$ cat src/rtl/instr_fetch_unit_if.sv
// Bundles the fetch unit's instruction-memory read port and its decode-side instruction register.
// Master is the fetch unit. The slave side is instruction memory plus the decode stage.
interface instr_fetch_unit_if #(
  parameter int ADDR_W = 32,
  parameter int DATA_W = 32
);
  // instruction-memory read channel
  logic              im_req;
  logic [ADDR_W-1:0] im_addr;
  logic              im_ack;
  logic [DATA_W-1:0] im_rdata;
  // instruction register towards decode
  logic [DATA_W-1:0] ir;
  logic [ADDR_W-1:0] ir_pc;
  logic              ir_valid;
  logic              ir_ready;

  modport master (
    output im_req, im_addr, ir, ir_pc, ir_valid,
    input  im_ack, im_rdata, ir_ready
  );

  modport slave (
    input  im_req, im_addr, ir, ir_pc, ir_valid,
    output im_ack, im_rdata, ir_ready
  );
endinterface

$ cat src/rtl/instr_fetch_unit.sv
// Purpose: fetches the word at PC into ir, pulses pc_en once per kept instruction, and supports flush.
// Latency: first im_req comes 1 cycle after IDLE; ir_valid is set on the edge that sees im_ack.
// Backpressure: ir is held until decode asserts ir_ready. Optional FETCH_TIMEOUT_EN adds an im_ack timeout and a sticky error.
module instr_fetch_unit #(
  parameter int ADDR_W  = 32,
  parameter int DATA_W  = 32,
  parameter int TIMEOUT = 15
) (
  input  logic                  clk,
  input  logic                  rst_n,
  input  logic [ADDR_W-1:0]     PC,
  output logic                  pc_en,
  input  logic                  flush,
  instr_fetch_unit_if.master    bus,
  output logic [31:0]           fetch_cnt,
  output logic                  fetch_err
);

  localparam logic [1:0] IDLE = 2'd0;
  localparam logic [1:0] REQ  = 2'd1;
  localparam logic [1:0] HOLD = 2'd2;
  localparam logic [1:0] ERR  = 2'd3;

  if (TIMEOUT < 1) begin : g_bad_timeout
    $error("instr_fetch_unit: TIMEOUT must be >= 1");
  end

  logic [1:0] state;
  // Set when a flush arrives during REQ. The pending read still has to complete, and its data is dropped.
  logic       drop;

`ifdef FETCH_TIMEOUT_EN
  localparam int TW = (TIMEOUT > 1) ? $clog2(TIMEOUT) : 1;
  logic [TW-1:0] timer;
  logic          err_q;
  assign fetch_err = err_q;
`else
  assign fetch_err = 1'b0;
`endif

  // Advance the PC only when the returned word is actually kept.
  always_comb begin
    pc_en = (state == REQ) & bus.im_ack & ~drop & ~flush;
  end

  // Fetch FSM: request, capture, hold for decode, and flush/timeout handling.
  always_ff @(posedge clk or negedge rst_n) begin
    if (!rst_n) begin
      state        <= IDLE;
      drop         <= 1'b0;
      bus.im_req   <= 1'b0;
      bus.im_addr  <= '0;
      bus.ir       <= '0;
      bus.ir_pc    <= '0;
      bus.ir_valid <= 1'b0;
      fetch_cnt    <= '0;
`ifdef FETCH_TIMEOUT_EN
      timer        <= '0;
      err_q        <= 1'b0;
`endif
    end else begin
      case (state)
        IDLE: begin
          if (!flush) begin
            bus.im_addr <= PC;
            bus.im_req  <= 1'b1;
            state       <= REQ;
`ifdef FETCH_TIMEOUT_EN
            timer       <= '0;
`endif
          end
        end
        REQ: begin
          if (bus.im_ack) begin
            bus.im_req <= 1'b0;
            drop       <= 1'b0;
            if (drop || flush) begin
              // The redirected PC is refetched from IDLE.
              state <= IDLE;
            end else begin
              bus.ir       <= bus.im_rdata;
              bus.ir_pc    <= bus.im_addr;
              bus.ir_valid <= 1'b1;
              state        <= HOLD;
            end
          end else begin
            if (flush) drop <= 1'b1;
`ifdef FETCH_TIMEOUT_EN
            if (timer == TW'(TIMEOUT - 1)) begin
              bus.im_req <= 1'b0;
              err_q      <= 1'b1;
              state      <= ERR;
            end else begin
              timer <= timer + 1'b1;
            end
`endif
          end
        end
        HOLD: begin
          if (flush) begin
            bus.ir_valid <= 1'b0;
            state        <= IDLE;
          end else if (bus.ir_ready) begin
            fetch_cnt    <= fetch_cnt + 32'd1;
            bus.ir_valid <= 1'b0;
            bus.im_addr  <= PC;
            bus.im_req   <= 1'b1;
            state        <= REQ;
`ifdef FETCH_TIMEOUT_EN
            timer        <= '0;
`endif
          end
        end
        ERR: begin
          // Only reset leaves ERR. flush has no effect here.
          state <= ERR;
        end
        default: state <= IDLE;
      endcase
    end
  end

endmodule

$ cat src/flat_wrapper.sv
// flat-port wrapper written by rule: the top's interface ports become plain ports
module instr_fetch_unit_flat 
#(
  parameter int ADDR_W  = 32,
  parameter int DATA_W  = 32,
  parameter int TIMEOUT = 15
)
  (clk, rst_n, PC, pc_en, flush, fetch_cnt, fetch_err, bus_im_req, bus_im_addr, bus_ir, bus_ir_pc, bus_ir_valid, bus_im_ack, bus_im_rdata, bus_ir_ready);
  instr_fetch_unit_if #(.ADDR_W(ADDR_W), .DATA_W(DATA_W)) bus_i ();
  input  logic clk;
  input  logic rst_n;
  input  logic [ADDR_W-1:0] PC;
  output logic pc_en;
  input  logic flush;
  output logic [31:0] fetch_cnt;
  output logic fetch_err;
  output wire logic [$bits(bus_i.im_req)-1:0] bus_im_req;
  output wire logic [$bits(bus_i.im_addr)-1:0] bus_im_addr;
  output wire logic [$bits(bus_i.ir)-1:0] bus_ir;
  output wire logic [$bits(bus_i.ir_pc)-1:0] bus_ir_pc;
  output wire logic [$bits(bus_i.ir_valid)-1:0] bus_ir_valid;
  input wire logic [$bits(bus_i.im_ack)-1:0] bus_im_ack;
  input wire logic [$bits(bus_i.im_rdata)-1:0] bus_im_rdata;
  input wire logic [$bits(bus_i.ir_ready)-1:0] bus_ir_ready;
  assign bus_im_req = bus_i.im_req;
  assign bus_im_addr = bus_i.im_addr;
  assign bus_ir = bus_i.ir;
  assign bus_ir_pc = bus_i.ir_pc;
  assign bus_ir_valid = bus_i.ir_valid;
  assign bus_i.im_ack = bus_im_ack;
  assign bus_i.im_rdata = bus_im_rdata;
  assign bus_i.ir_ready = bus_ir_ready;
  instr_fetch_unit #(.ADDR_W(ADDR_W), .DATA_W(DATA_W), .TIMEOUT(TIMEOUT)) u_core (.clk(clk), .rst_n(rst_n), .PC(PC), .pc_en(pc_en), .flush(flush), .bus(bus_i), .fetch_cnt(fetch_cnt), .fetch_err(fetch_err));
endmodule
$ cat config.mk
export PLATFORM = sky130hd
export DESIGN_NAME = instr_fetch_unit_flat
export DESIGN_NICKNAME = d
export VERILOG_FILES = /design/src/rtl/instr_fetch_unit_if.sv /design/src/rtl/instr_fetch_unit.sv /design/src/flat_wrapper.sv
export SDC_FILE = /design/constraint.sdc
export NUM_CORES = 1
export LEC_CHECK = 0
export ABC_AREA = 1
export CAP_MARGIN = 20
export CORE_ASPECT_RATIO = 0.7
export CORE_MARGIN = 1
export CORE_UTILIZATION = 25
export CTS_BUF_LIST = sky130_fd_sc_hd__clkbuf_16
export DETAILED_ROUTE_END_ITERATION = 8
export GPL_TIMING_DRIVEN = 0
export PLACE_DENSITY = 0.54
export SETUP_SLACK_MARGIN = 0.1
export SYNTH_ARGS = -nofsm -noshare
export SYNTH_HDL_FRONTEND = slang
export SYNTH_SLANG_ARGS = --single-unit
$ cat constraint.sdc
create_clock -name clk -period 1.6 [get_ports clk]
set_clock_uncertainty 0.15 [all_clocks]
set_input_delay 0.24 -clock clk [delete_from_list [all_inputs] [get_ports clk]]
set_output_delay 0.24 -clock clk [all_outputs]
set_load 0.005 [all_outputs]
# --- After elaboration in Yosys (flattened, before gate mapping) ---
# Cells that the tools add are included.
word_totals:
  ff_bits: 133
  input_bits: 69
  out_inout_bits: 132
  word_cells: 59
classes:
  n_addsub: 1
  eq_ne: 9
  muxes: 22
  bitwise: 6
  reduce_logical: 13
ops:
  columns: ["op", "n"]
  rows:
  - ["32-bit two-way mux", 3]
  - ["32-bit case mux with 2 select lines", 1]
  - ["32-bit by 1-bit adder with 32-bit output (second input constant)", 1]
  - ["1-bit two-way mux", 10]
  - ["2-bit two-way mux", 5]
  - ["2-bit inequality test (second input constant)", 5]
  - ["3-bit AND reduction", 3]
  - ["2-bit case mux with 4 select lines", 1]
  - ["4-bit AND reduction", 2]
  - ["2-bit nonzero test", 3]
  - ["5-bit AND reduction", 1]
  - ["2-bit equality test (second input constant)", 2]
  - ["1-bit AND", 3]
  - ["3-bit inequality test (second input constant)", 1]
  - ["1-bit NOT", 3]
  - ["1-bit case mux with 3 select lines", 1]
  - ["3-bit nonzero test", 1]
  - ["2-bit by 1-bit equality test with 1-bit output (second input constant)", 1]
  - ["2-bit zero test", 1]
  - ["1-bit case mux with 2 select lines", 1]
  - ["2-bit AND reduction", 1]
  - ["1-bit logical OR", 1]

# --- Longest topological paths before layout ---
# Gate-level depths: netlist (run 1).
depth:
  ltp_word: 4
  mapped_depth: 10

# --- Worst setup path before layout (run 1) ---
# No wires, ideal clock.
synth_path:
  path_kind: "register to register"
  from: "register u_core.fetch_cnt[0]"
  to: "register u_core.fetch_cnt[22]"
  setup_time_ps: 122
  t_arrival_ps: 1255
  required_ps: 1328
  path_slack_ps: 73
  path_stages_with_launch: 8
  n_path_buf: 0
  path_cell_list: "dfrtp_1 -> ha_1 -> nand3_1 -> inv_1 -> nand2_1 -> nor2_1 -> nand2_1 -> xor2_1"
synth_between:
  elab_chain_cells: 1
synth_rtl:
  columns: ["item", "line", "source"]
  rows:
  - ["start: declaration", "instr_fetch_unit.sv:15", "output logic [31:0] fetch_cnt,"]
  - ["start signal: assignment", "instr_fetch_unit.sv:104", "fetch_cnt <= fetch_cnt + 32'd1;"]
  - ["32-bit by 1-bit adder with 32-bit output", "instr_fetch_unit.sv:104", null]
# Every way passes these cells.
# A chain may end at the register's enable or synchronous reset.

# --- Final worst setup path (run 1) ---
layout_path:
  from: "register u_core.state[0]"
  to: "register u_core.fetch_cnt[22]"
layout_between:
  elab_chain_cells: 2
layout_rtl:
  columns: ["item", "line", "source"]
  rows:
  - ["start: declaration", "instr_fetch_unit.sv:28", "logic [1:0] state;"]
  - ["start signal: assignment", "instr_fetch_unit.sv:49", "state <= IDLE;"]
  - ["start signal: assignment", "instr_fetch_unit.sv:67", "state <= REQ;"]
  - ["start signal: assignment", "instr_fetch_unit.sv:79", "state <= IDLE;"]
  - ["2-bit equality test", "instr_fetch_unit.sv:62", "case (state)"]
  - ["3-bit AND reduction (no source line)", null, null]
# Every way passes these cells.

==> impl_metrics.toml, run 1 <==
[clock_tree]
cts.path.max_buffers = 2
root_buffer = "clkbuf_16"
insertion_delay_ns = 0.41
htree_levels = 4
cts.sinks = 133
cts_tree = "yes"
path_clk_slew_ns = 0.06
cts_buffers = 17

[sta]
fin_hold_ws_ns = 0.209
max-slew-margin-rel = 0.546
rsz0062_at_grt = "true"
fmax_mhz = 571
final-max-slew-violation-count = 0
hold_violations = 0
setup_viol = 26
tns_ns = -1.58
timing.final.ws_setup_ns = -0.152
period_needed_ns = 1.75
min_period_over_period = 1.09
tightest_slew_ns = 0.681

[flow_run]
maxCapViolations = 0

[layout]
diodes = 0
fillers = 2141
layout.nets = 1034
postLayoutCoreUtil = 0.467
areaGrowthSynthToFinish_pct = 81.1
drive_gt1_frac = 0.334
multi_input_area_um2 = 2440
seq_area_um2 = 3340

[placement]
io_buffers = 199
hpwl_um = 12100
dpl_worst_slack_ns = -0.911
gp_congestion = 0.860

[setup_path]
ff2ff_setup_slack_ns = -0.15
cp.arrival_ns = 1.89
crit_family = "simple AND/OR/NAND/NOR gates"
max_stage_delay_ns = 0.44
required_ns = 1.74
path_common_cell = "nor2_2"
cp-end-kind = "flip-flop"
critical_path.slowest_cell = "dfrtp_2"
crit_chain = "nor2_2 -> nand3_4 -> nor2_2 -> nand2_1 -> xor2_1"
critical_path_class = "flip-flop to flip-flop"
startpoint = "u_core.state[0]"
cp-start-kind = "flip-flop"
reg2regPathDepth = 5
r2r-start = "u_core.state[0]"
reg2reg_to = "u_core.fetch_cnt[22]"
path_buf_inv = 0
worst-path-max-fanout = 6

[global_routing]
grt.total_usage = 0.158
grt_pass1_vias = 5117
grt_overflow = 0
grt_pass1_wl_um = 28200
antenna_found_initial = 0
grt_max_degree = 69

[logic_synthesis]
ys.flop_type = "dfrtp_1"
ys_warn_count = 0
synth-edff-count = 0
async_reset_ff_frac = 1.00
syn_area_per_cell_um2 = 9.13
synth_seq_cells = 133
syn-num-nets = 689
synth_area_um2 = 5650
yosysSeqAreaShare = 0.589
synthCells = 619
synth_cell_types = 28

[hold_path]
holdPathEnd = "u_core.bus.ir[27]"
holdPathStages = 3
hp-class = "input pin to flip-flop"
hp-start = "bus_im_rdata[27]"

[outcome]
run_status = "complete, but fails checks"
violations = "negative setup slack"

[floorplan]
die_area_um2 = 23200
start_util = 0.258
die_y_um = 128
pin_count = 201
core_area_um2 = 21900
die_x_um = 182
num_rows = 45

[routing]
drt_iter0_drc = 253
routedWlPerCell_um = 15.1
drc_errors = 0
drtPass1Iterations = 6
wl_um = 19000
ant_nets = 0
num_vias = 5297
vias_per_cell = 4.21

[power]
p_per_area_nw_per_um2 = 781
leakage_uw = 0.00534
power.total_uw = 8000
vdd_drop_max_mv = 0.681
layer usage:
metal / wire, um / global-route usage / vias to the layer above
met5: 0 / 0 / -
met4: 165 / 0.0434 / 0
met3: 1180 / 0.0500 / 13
met2: 8190 / 0.231 / 162
met1: 9520 / 0.224 / 2515
li1: - / - / 2607
cells in the final DEF (no fill, tap or decap), types with 14 or more instances in the layout:
cell             instances
buf_4                   99
buf_6                   19
clkbuf_16               26
clkdlybuf4s15_1         33
clkdlybuf4s50_1         67
dfrtp_1                126
dlygate4sd2_1           83
inv_1                   40
mux2_2                  26
nand2_1                214
nand2_2                 48
nor2_1                  23
nor2_2                  14
nor2_4                  15
xnor2_1                 14
registers in the layout, summed over array words and instances, names as in the netlist:
signal and flops:
u_core.bus.ir_valid 1, u_core.bus.im_req 1, u_core.drop 1, u_core.state 2, u_core.bus.ir 32, u_core.bus.ir_pc 32
u_core.fetch_cnt 32, u_core.bus.im_addr 32
cell usage after synthesis (2+ instances only):
cell / number / area [um2]
a21oi_1: 7 / 35.0
buf_2: 15 / 75.1
buf_4: 2 / 15.0
buf_6: 2 / 22.5
dfrtp_1: 133 / 3330
inv_1: 42 / 158
inv_2: 2 / 7.51
mux2_2: 26 / 293
nand2_1: 267 / 1000
nand2_2: 5 / 31.3
nand3_1: 17 / 85.1
nand3b_1: 4 / 30.0
nand4_1: 2 / 12.5
nor2_1: 43 / 161
nor2_2: 5 / 31.3
nor2_4: 4 / 45.0
nor3_1: 6 / 30.0
o21ai_0: 8 / 40.0
xnor2_1: 15 / 131
xor2_1: 6 / 52.6
power by group:
| group | switching (uW) | leakage, uW | internal [uW] |
|---|---|---|---|
| clock | 1540 | 0.000278 | 2430 |
| sequential | 45.1 | 0.00175 | 3450 |
| combinational | 211 | 0.00331 | 324 |
| total | 1800 | 0.00534 | 6200 |
stage by stage:
stage,area (um2),instances
5_1_grt,10200,1258
2_1_floorplan,5660,619
3_5_place_dp,8030,1101
6_report,10200,1258
4_1_cts,9300,1213
3_3_place_gp,8000,1100
how the worst max path moves through the flow:
stage	endpoint	slack (ns)	cells after the start
after detailed placement	pc_en	-0.91	6
after CTS	pc_en	-0.19	7
after global routing	pc_en	-0.21	7
final	u_core.fetch_cnt[22]	-0.15	5
after global placement	u_core.bus.im_addr[22]	-5.63	1
after floorplan	u_core.fetch_cnt[22]	0.13	7
cell families after synthesis:
group / Yosys count / share of synthesized area
simple gates: 355 / 0.257
mux: 26 / 0.0518
xor+xnor: 21 / 0.0325
flops: 133 / 0.589
compound gates: 19 / 0.0179
other cells: 1 / 0.000663
buf+inv: 63 / 0.0491
fa+ha+maj: 1 / 0.00221
layout make-up:
| class | instances | area share |
|---|---|---|
| Tap cell | 282 | 0.0345 |
| Multi-Input combinational cell | 423 | 0.238 |
| Buffer | 19 | 0.0255 |
| Clock inverter | 14 | 0.0159 |
| Sequential cell | 133 | 0.326 |
| Clock buffer | 17 | 0.0416 |
| Inverter | 44 | 0.0171 |
| Timing Repair Buffer | 326 | 0.301 |
worst register-to-register path: stages (launching register included):
cell     delay [ns]
dfrtp_2        0.44
nor2_2         0.30
nand3_4        0.23
nor2_2         0.27
nand2_1        0.10
xor2_1         0.14
what timing repair did:
action / in CTS / in global routing
hold endpoints to repair: 65 / 0
pin swaps: 17 / 16
cloned: 0 / 9
gates resized for setup: 228 / 171
hold buffers: 1 / 0
setup endpoints to repair: 246 / 176
buffers inserted: 80 / 38
Power figures use the tool's default switching activity.
==> run 2, diff against run 1 <==
--- a/config.mk
+++ b/config.mk
@@ -13,7 +13,7 @@
 export CTS_BUF_LIST = sky130_fd_sc_hd__clkbuf_16
 export DETAILED_ROUTE_END_ITERATION = 8
 export GPL_TIMING_DRIVEN = 0
-export PLACE_DENSITY = 0.54
+export PLACE_DENSITY = 0.57
 export SETUP_SLACK_MARGIN = 0.1
 export SYNTH_ARGS = -nofsm -noshare
 export SYNTH_HDL_FRONTEND = slang
==> run 2 against run 1 <==
  * The run still ends with negative setup slack left
  * Combinational power decreased by 0.7%
  * Sequential power about the same
  * Cell count decreased by 0.48%
  * Count of clock-buffer cells in the layout unchanged
  * Clock power increased by 5.5%
  * Fmax increased by 0.26%
  * Global-route usage about the same
  * Critical path depth increased by 2
  * Sequential share of layout area decreased by 0.092 points
  * Hold slack got worse by 0.0070 ns
  * First-iteration DRC count decreased by 8.7%
  * Worst setup slack improved by 0.0046 ns
  * Critical path type is now flip-flop to output pin
  * Critical endpoint is now pc_en
  * Largest cell class is now flip-flops and latches
==> impl_metrics.toml, run 2 (synthesis results as in run 1) <==
[floorplan]
pin_count = 201
die_area_um2 = 23200
die_y_um = 128
core_area_um2 = 21900
num_rows = 45
die_x_um = 182
start_util = 0.258

[setup_path]
critical_path_class = "flip-flop to output pin"
cp-end-kind = "output pin"
startpoint = "u_core.state[1]"
required_ns = 1.21
r2r-start = "u_core.state[0]"
cp.arrival_ns = 1.36
cp-start-kind = "flip-flop"
worst-path-max-fanout = 2

[sta]
timing.final.ws_setup_ns = -0.147
tightest_slew_ns = 0.519
setup_viol = 45
hold_violations = 0
min_period_over_period = 1.09
rsz0062_at_grt = "true"
final-max-slew-violation-count = 0
max-slew-margin-rel = 0.654
fmax_mhz = 572
period_needed_ns = 1.75

[power]
vdd_drop_max_mv = 0.615
power.internal_uw = 6390
leakage_uw = 0.00528
switching_power_uw = 1820
combPwrFrac = 0.065
power.total_uw = 8210
p_clk_frac = 0.510
switching_share = 0.221
p_per_area_nw_per_um2 = 801
seqPwrFrac = 0.425

[clock_tree]
cts.path.max_buffers = 2
htree_levels = 4
insertion_delay_ns = 0.41
cts_tree = "yes"
cts.sinks = 133
path_clk_slew_ns = 0.06
root_buffer = "clkbuf_16"
cts_buffers = 17

[layout]
final_cell_mix = "nand2_1 (240), dfrtp_1 (129), buf_4 (96), clkdlybuf4s50_1 (67), dlygate4sd2_1 (67)"
areaGrowthSynthToFinish_pct = 81.4
layout.nets = 1028
diodes = 0
drive_gt1_frac = 0.312
fillers = 2078
layout_commonest_cell = "nand2_1"
postLayoutCoreUtil = 0.468

[hold_path]
hp-class = "input pin to asynchronous set/reset pin"

[global_routing]
grt_max_degree = 83
antenna_found_initial = 0
grt_overflow = 0
grt_pass1_wl_um = 28300
grt_pass1_vias = 5331
grt.total_usage = 0.159

[routing]
drt_iter0_drc = 231
drc_errors = 0
drtPass1Iterations = 5
num_vias = 5305
routedWlPerCell_um = 15.0
wl_um = 18700
vias_per_cell = 4.24
ant_nets = 0

[placement]
io_buffers = 199
gp_congestion = 0.829
hpwl_um = 11900

[outcome]
violations = "negative setup slack"
run_status = "complete, but fails checks"

[flow_run]
maxCapViolations = 0
==> run 2: through the flow <==
stage | hold WS (ns) | instances | worst slack [ns] | area [um2] | setup TNS [ns]
after global routing | 0.206 | 1252 | -0.238 | 10300 | -6.78
final | 0.202 | 1252 | -0.147 | 10300 | -1.49
after global placement | 0.311 | 1100 | -5.58 | 8000 | -773.47
after CTS | 0.186 | 1215 | -0.183 | 9550 | -0.869
after detailed placement | 0.0842 | 1101 | -0.893 | 8030 | -39.28
after floorplan | -0.206 | 619 | 0.128 | 5660 | 0
==> run 2: path summary, 6_finish.rpt <==
path	end	slack [ns]	cells after the start
worst max-delay path	pc_en	-0.15	7
worst min-delay path	u_core.bus.ir[6]	0.20	2
worst max register to register	u_core.bus.im_addr[1]	-0.12	6
worst min register to register	u_core.bus.ir[31]	0.32	2
max in group asynchronous	u_core.state[0]	0.25	3
min in group clk	u_core.bus.ir[24]	0.21	3
==> run 2: cell type report <==
class / instances / area (um2) / share of cell area
Inverter: 44 / 173 / 0.0168
Clock buffer: 17 / 425 / 0.0415
Timing Repair Buffer: 320 / 3100 / 0.302
Sequential cell: 133 / 3330 / 0.325
Buffer: 19 / 230 / 0.0225
Clock inverter: 14 / 200 / 0.0195
Multi-Input combinational cell: 423 / 2440 / 0.238
Tap cell: 282 / 353 / 0.0344
==> run 2: power by group through the flow <==
stage          Clock [uW]  Sequential, uW  Combinational, uW
2_1_floorplan           0            3560               76.0
3_3_place_gp            0            3560                514
3_5_place_dp            0            3560                520
4_1_cts              4320            3490                518
5_1_grt              4500            3500                582
6_report             4190            3490                530
==> run 2: per-layer routing <==
metal	routed length, um	vias to the layer above	share of wire	track usage
met5	0	-	0	0
met4	289	0	0.015	0.0578
met3	1450	20	0.077	0.0480
met2	8330	186	0.44	0.237
met1	8650	2495	0.46	0.216
li1	-	2604	-	-
==> run 2: worst max-delay path, stage by stage, from the launching register on <==
cell     delay (ns)
dfrtp_1        0.40
inv_2          0.09
nand2_4        0.06
nor2_4         0.10
nand2_4        0.06
inv_4          0.07
buf_8          0.09
buf_6          0.08
==> run 2: repair_timing <==
item | 4_1_cts | 5_1_grt
gates cloned | 2 | 6
gates resized for setup | 257 | 136
buffers inserted | 80 | 33
pin swaps | 30 | 27
setup endpoints to repair | 246 | 186
hold buffers | 1 | 0
hold endpoints to repair | 51 | 0
==> edit 1: new RTL, flow settings as in run 1 <==
`DATA_W` is set to 32 in 3 places; all go to 16.
--- a/src/rtl/instr_fetch_unit_if.sv
+++ b/src/rtl/instr_fetch_unit_if.sv
@@ -3,5 +3,5 @@
 interface instr_fetch_unit_if #(
   parameter int ADDR_W = 32,
-  parameter int DATA_W = 32
+  parameter int DATA_W = 16
 );
   // instruction-memory read channel
--- a/src/rtl/instr_fetch_unit.sv
+++ b/src/rtl/instr_fetch_unit.sv
@@ -4,5 +4,5 @@
 module instr_fetch_unit #(
   parameter int ADDR_W  = 32,
-  parameter int DATA_W  = 32,
+  parameter int DATA_W  = 16,
   parameter int TIMEOUT = 15
 ) (
--- a/src/flat_wrapper.sv
+++ b/src/flat_wrapper.sv
@@ -3,5 +3,5 @@
 #(
   parameter int ADDR_W  = 32,
-  parameter int DATA_W  = 32,
+  parameter int DATA_W  = 16,
   parameter int TIMEOUT = 15
 )
Ports: changed (resized bus_im_rdata and bus_ir); port bits go from 201 to 169. The function was not compared with the original's and may differ.
==> edit 1 against run 1 <==
The flow still finishes with violations (setup timing); fmax hardly changed; utilization down 2.6 points; combinational power decreased by 20%; largest power group unchanged; non-clock buffer count shrank 68; worst setup slack gained 0.00093 ns; synthesized area fell by 11%; power shrank 8.4%; final area is 15% lower; global-route usage is 0.17 points lower; largest cell class is now sequential cells; wire length decreased by 16%; sequential cell count decreased by 16.
==> edit 1: results (changes against run 1) <==
cell count after placement=989 (-10%); maximum number of pins on one net before global-route repair=64 (-7.2%); Post-synth top cells=nand2_1, dfrtp_1, nor2_1; sequential cell area fraction in the yosys report=58.11% (-0.77 points); failing checks=setup timing; initial DRC count=217 (-14%); GP Congestion=0.8031 (-6.6%); GRT Util Overall=15.68% (-0.17 points); fill count=1,984 (-7.3%); vias in the first global route=4,526 (-12%); non-clk buf share=28.98% (-3.7 points); Final setup viols=49 (+88%); Slowest Stage Delay on Critical Path=0.38 ns (-0.06 ns); max_slew headroom=62.90% (+8.3 points); root buf cell=clkbuf_16; Post-Route WL=15,980 um (-16%); HP Class=in -> async; Clock Latency Late Sink=0.41 ns (about the same); Non-clock buffers=277 (-20%); number of remaining DRC errors=0 (unchanged); clk tree area frac=6.776% (+1.0 points); R2R depth=10 (+5); Post-Syn Area=0.005039 sq mm (-11%); pre-CTS setup slack=-0.9608 ns (-0.05006 ns); Top Registers=u_core.bus.im_addr (32), u_core.bus.ir_pc (32), u_core.fetch_cnt (32); setup bufs post-CTS=69 (-14%); Post-DP Area=0.007079 sq mm (-12%); first-pass iteration count of the detailed router=4 (-2); port bufs=167 (-16%); Setup WS post-layout=-0.1508 ns (+0.0009270 ns); final net count=886 (-14%); critical path peak fanout=4 (-2); Net Count, Synth=605 (-12%); fraction of area in multi-input gates=24.65% (+0.84 points); hpwl dp=10,290 um (-15%); prevailing post-synth register cell=dfrtp_1; Worst-path clk slew=0.06 ns (about the same); antenna violations before repair=0 (unchanged); post-synthesis area per instance=9.144 sq um (+0.13%); antenna cell count=0 (unchanged); Area contributors post-synth=dfrtp_1, nand2_1, mux2_2; layout cells sized above 1=30.18% (-3.2 points); DR WL/cell=14.33 um (-5.4%); Arr. time, crit path=1.36 ns (-0.53 ns); VDD IR-drop max=0.0005428 V (-20%); comb_multi_in=375 (-11%); CTS Hold Bufs=1 (unchanged); status=finished with violations; Netlist cell types=27 (-3.6%); first-pass GRT wire length=24,460 um (-13%); CTS sink count=117 (-12%); final setup TNS=-2.659 ns (-1.081 ns); Syn. warnings=0 (unchanged); slowest cell on the critical path=dfrtp_1; sequential cell area share=33.69% (+1.1 points); Leak Pwr=0.004560 uW (-15%); power per cell area=839.2 mW/mm^2 (+7.4%); via density per instance=4.152 (-1.4%); CTS resizes=227 (-0.44%); clock buffer depth=2 (unchanged)
==> edit 1: cell families (layout without fill, tap and decap cells) <==
group | after synthesis | after routing | synth area share (%)
buffers and inverters | 59 | 353 | 5.140
multiplexers | 26 | 26 | 5.811
other | 1 | 1 | 0.07443
XOR/XNOR | 21 | 21 | 3.650
adder cells (fa/ha/maj) | 1 | 1 | 0.2483
AND/OR/NAND/NOR | 307 | 307 | 24.96
AO/OA/AOI/OAI | 19 | 19 | 2.011
flip-flops | 117 | 117 | 58.11
==> edit 1: worst paths after layout <==
path / start / to / slack, ns
max: u_core.state[1]$_DFFE_PN0P_ / pc_en / -0.15
min: rst_n / u_core.bus.im_addr[27]$_DFFE_PN0P_ / 0.22
max reg2reg: u_core.state[0]$_DFFE_PN0P_ / u_core.fetch_cnt[27]$_DFFE_PN0P_ / -0.10
min reg2reg: u_core.bus.ir_pc[14]$_DFFE_PN0P_ / u_core.bus.ir_pc[14]$_DFFE_PN0P_ / 0.32
max in group asynchronous: rst_n / u_core.fetch_cnt[8]$_DFFE_PN0P_ / 0.36
min in group clk: bus_im_rdata[9] / u_core.bus.ir[9]$_DFFE_PN0P_ / 0.22
==> edit 1: where the power goes <==
part	internal, uW	leakage, uW	switching [uW]
Combinational	260	0.00275	167
Clock	2430	0.000287	1410
Sequential	3030	0.00153	35.5
==> edit 1: per-layer routing <==
metal  track usage [%]  share of wire (%)  vias to the layer above
li1                  -                  -                     2284
met1             22.06                 50                     2208
met2             22.77                 42                      125
met3             4.615                6.2                       12
met4             5.190                1.2                        0
met5                 0                  0                        -
==> edit 1: worst max-delay path: cells and delay by family (launching register included) <==
| kind | cells | cell delay (ns) |
|---|---|---|
| and+or+nand+nor | 3 | 0.26 |
| buffers and inverters | 4 | 0.31 |
| DFF | 1 | 0.38 |
==> edit 2: new RTL, config.mk and constraints of run 1 <==
Made on the original files. Make the reset (`rst_n`) synchronous in one clocked block.
--- a/src/rtl/instr_fetch_unit.sv
+++ b/src/rtl/instr_fetch_unit.sv
@@ -45,5 +45,5 @@
 
   // Fetch FSM: request, capture, hold for decode, and flush/timeout handling.
-  always_ff @(posedge clk or negedge rst_n) begin
+  always_ff @(posedge clk) begin
     if (!rst_n) begin
       state        <= IDLE;
Formal check against the unedited RTL: differs if rst_n is asserted again (counterexample within 4 cycles, from zero or initial values and one cycle with rst_n low); with rst_n held inactive, the same outputs for 4 cycles.
==> edit 2 against run 1 <==
The flow still finishes with violations (setup timing); combinational power rose by 86%; sequential cell count unchanged; final area fell by 9.2%; first-iteration DRC count increased by 57%; wire length increased by 5.9%; critical path type is now reg -> out; power is 2.2% higher; hold slack worse by 0.012 ns; synthesized area fell by 5.6%; worst setup slack got worse by 0.076 ns; fmax down 4.2%.
==> edit 2: results (changes against run 1) <==
met3 WL post-DR=1728 um (+47%); initial DRC count=397 (+57%); fraction of registers with async set/reset=0% (-100 points); worst r2r dst=u_core.fetch_cnt[12]$_SDFFE_PN0P_; final net count=1,095 (+5.9%); hold path endpoint=u_core.drop$_SDFFE_PN0P_; slowest cell on the critical path=dfxtp_2; crit path to=pc_en; CTS resizes=292 (+28%); R2R depth=8 (+3); setup bufs post-CTS=30 (-63%); fill count=2,121 (-0.93%); Fin Hold WS=0.1973 ns (-0.01210 ns); prevailing post-synth register cell=dfxtp_1; pre-CTS setup slack=-0.7976 ns (+0.1131 ns); Hold Crit Start=rst_n; Final Non-Filler Cells=1,313 (+4.4%); GRT Util Overall=18.04% (+2.2 points); hpwl dp=13,400 um (+11%); cell count after synthesis=754 (+22%); failing checks=setup timing; Netlist cell types=30 (+7.1%); Area contributors post-synth=dfxtp_1, nor2_1, o21ai_0; Setup WS post-layout=-0.2277 ns (-0.07593 ns); Slowest Stage Delay on Critical Path=0.34 ns (-0.10 ns); vias in the first global route=5,540 (+8.3%); layout cells sized above 1=25.36% (-8.0 points); Arr. time, crit path=1.44 ns (-0.45 ns); sequential cell area fraction in the yosys report=49.91% (-9.0 points); status=finished with violations; Post-synth top cells=nor2_1, dfxtp_1, o21ai_0; Post-DP Area=0.007670 sq mm (-4.5%); Final setup viols=54 (+110%); Post-Route WL=20,170 um (+5.9%)
edit 2: cell count changes in the layout (fill, tap and decap cells not counted), sizes merged, moves of 15 or more:
cell | before | now
dlygate4sd2 | 83 | 130
xnor2 | 15 | 0
dfxtp | 0 | 133
dfrtp | 133 | 0
clkdlybuf4s15 | 33 | 0
nor2 | 52 | 284
mux2 | 26 | 0
o21ai | 9 | 106
buf | 141 | 71
nand2 | 272 | 95
edit 2: cell type report:
cell class | instances | area share, %
clock buffer | 17 | 4.575
buffer | 34 | 3.701
timing repair buffer | 251 | 25.60
sequential | 133 | 29.92
multi-input combinational | 541 | 29.20
inverter | 47 | 2.059
tap | 276 | 3.714
clock inverter | 14 | 1.238
edit 2: kinds of logic (layout without fill, tap and decap cells):
kind of cell    after synthesis  in the layout  synth area share [%]
flops                       133            133                 49.91
other cells                   1              1               0.07029
simple gates                412            413                 30.68
fa+ha+maj                     1              1                0.2345
xor+xnor                      2              2                0.3284
buf+inv                      81            363                 6.965
compound gates              124            124                 11.82
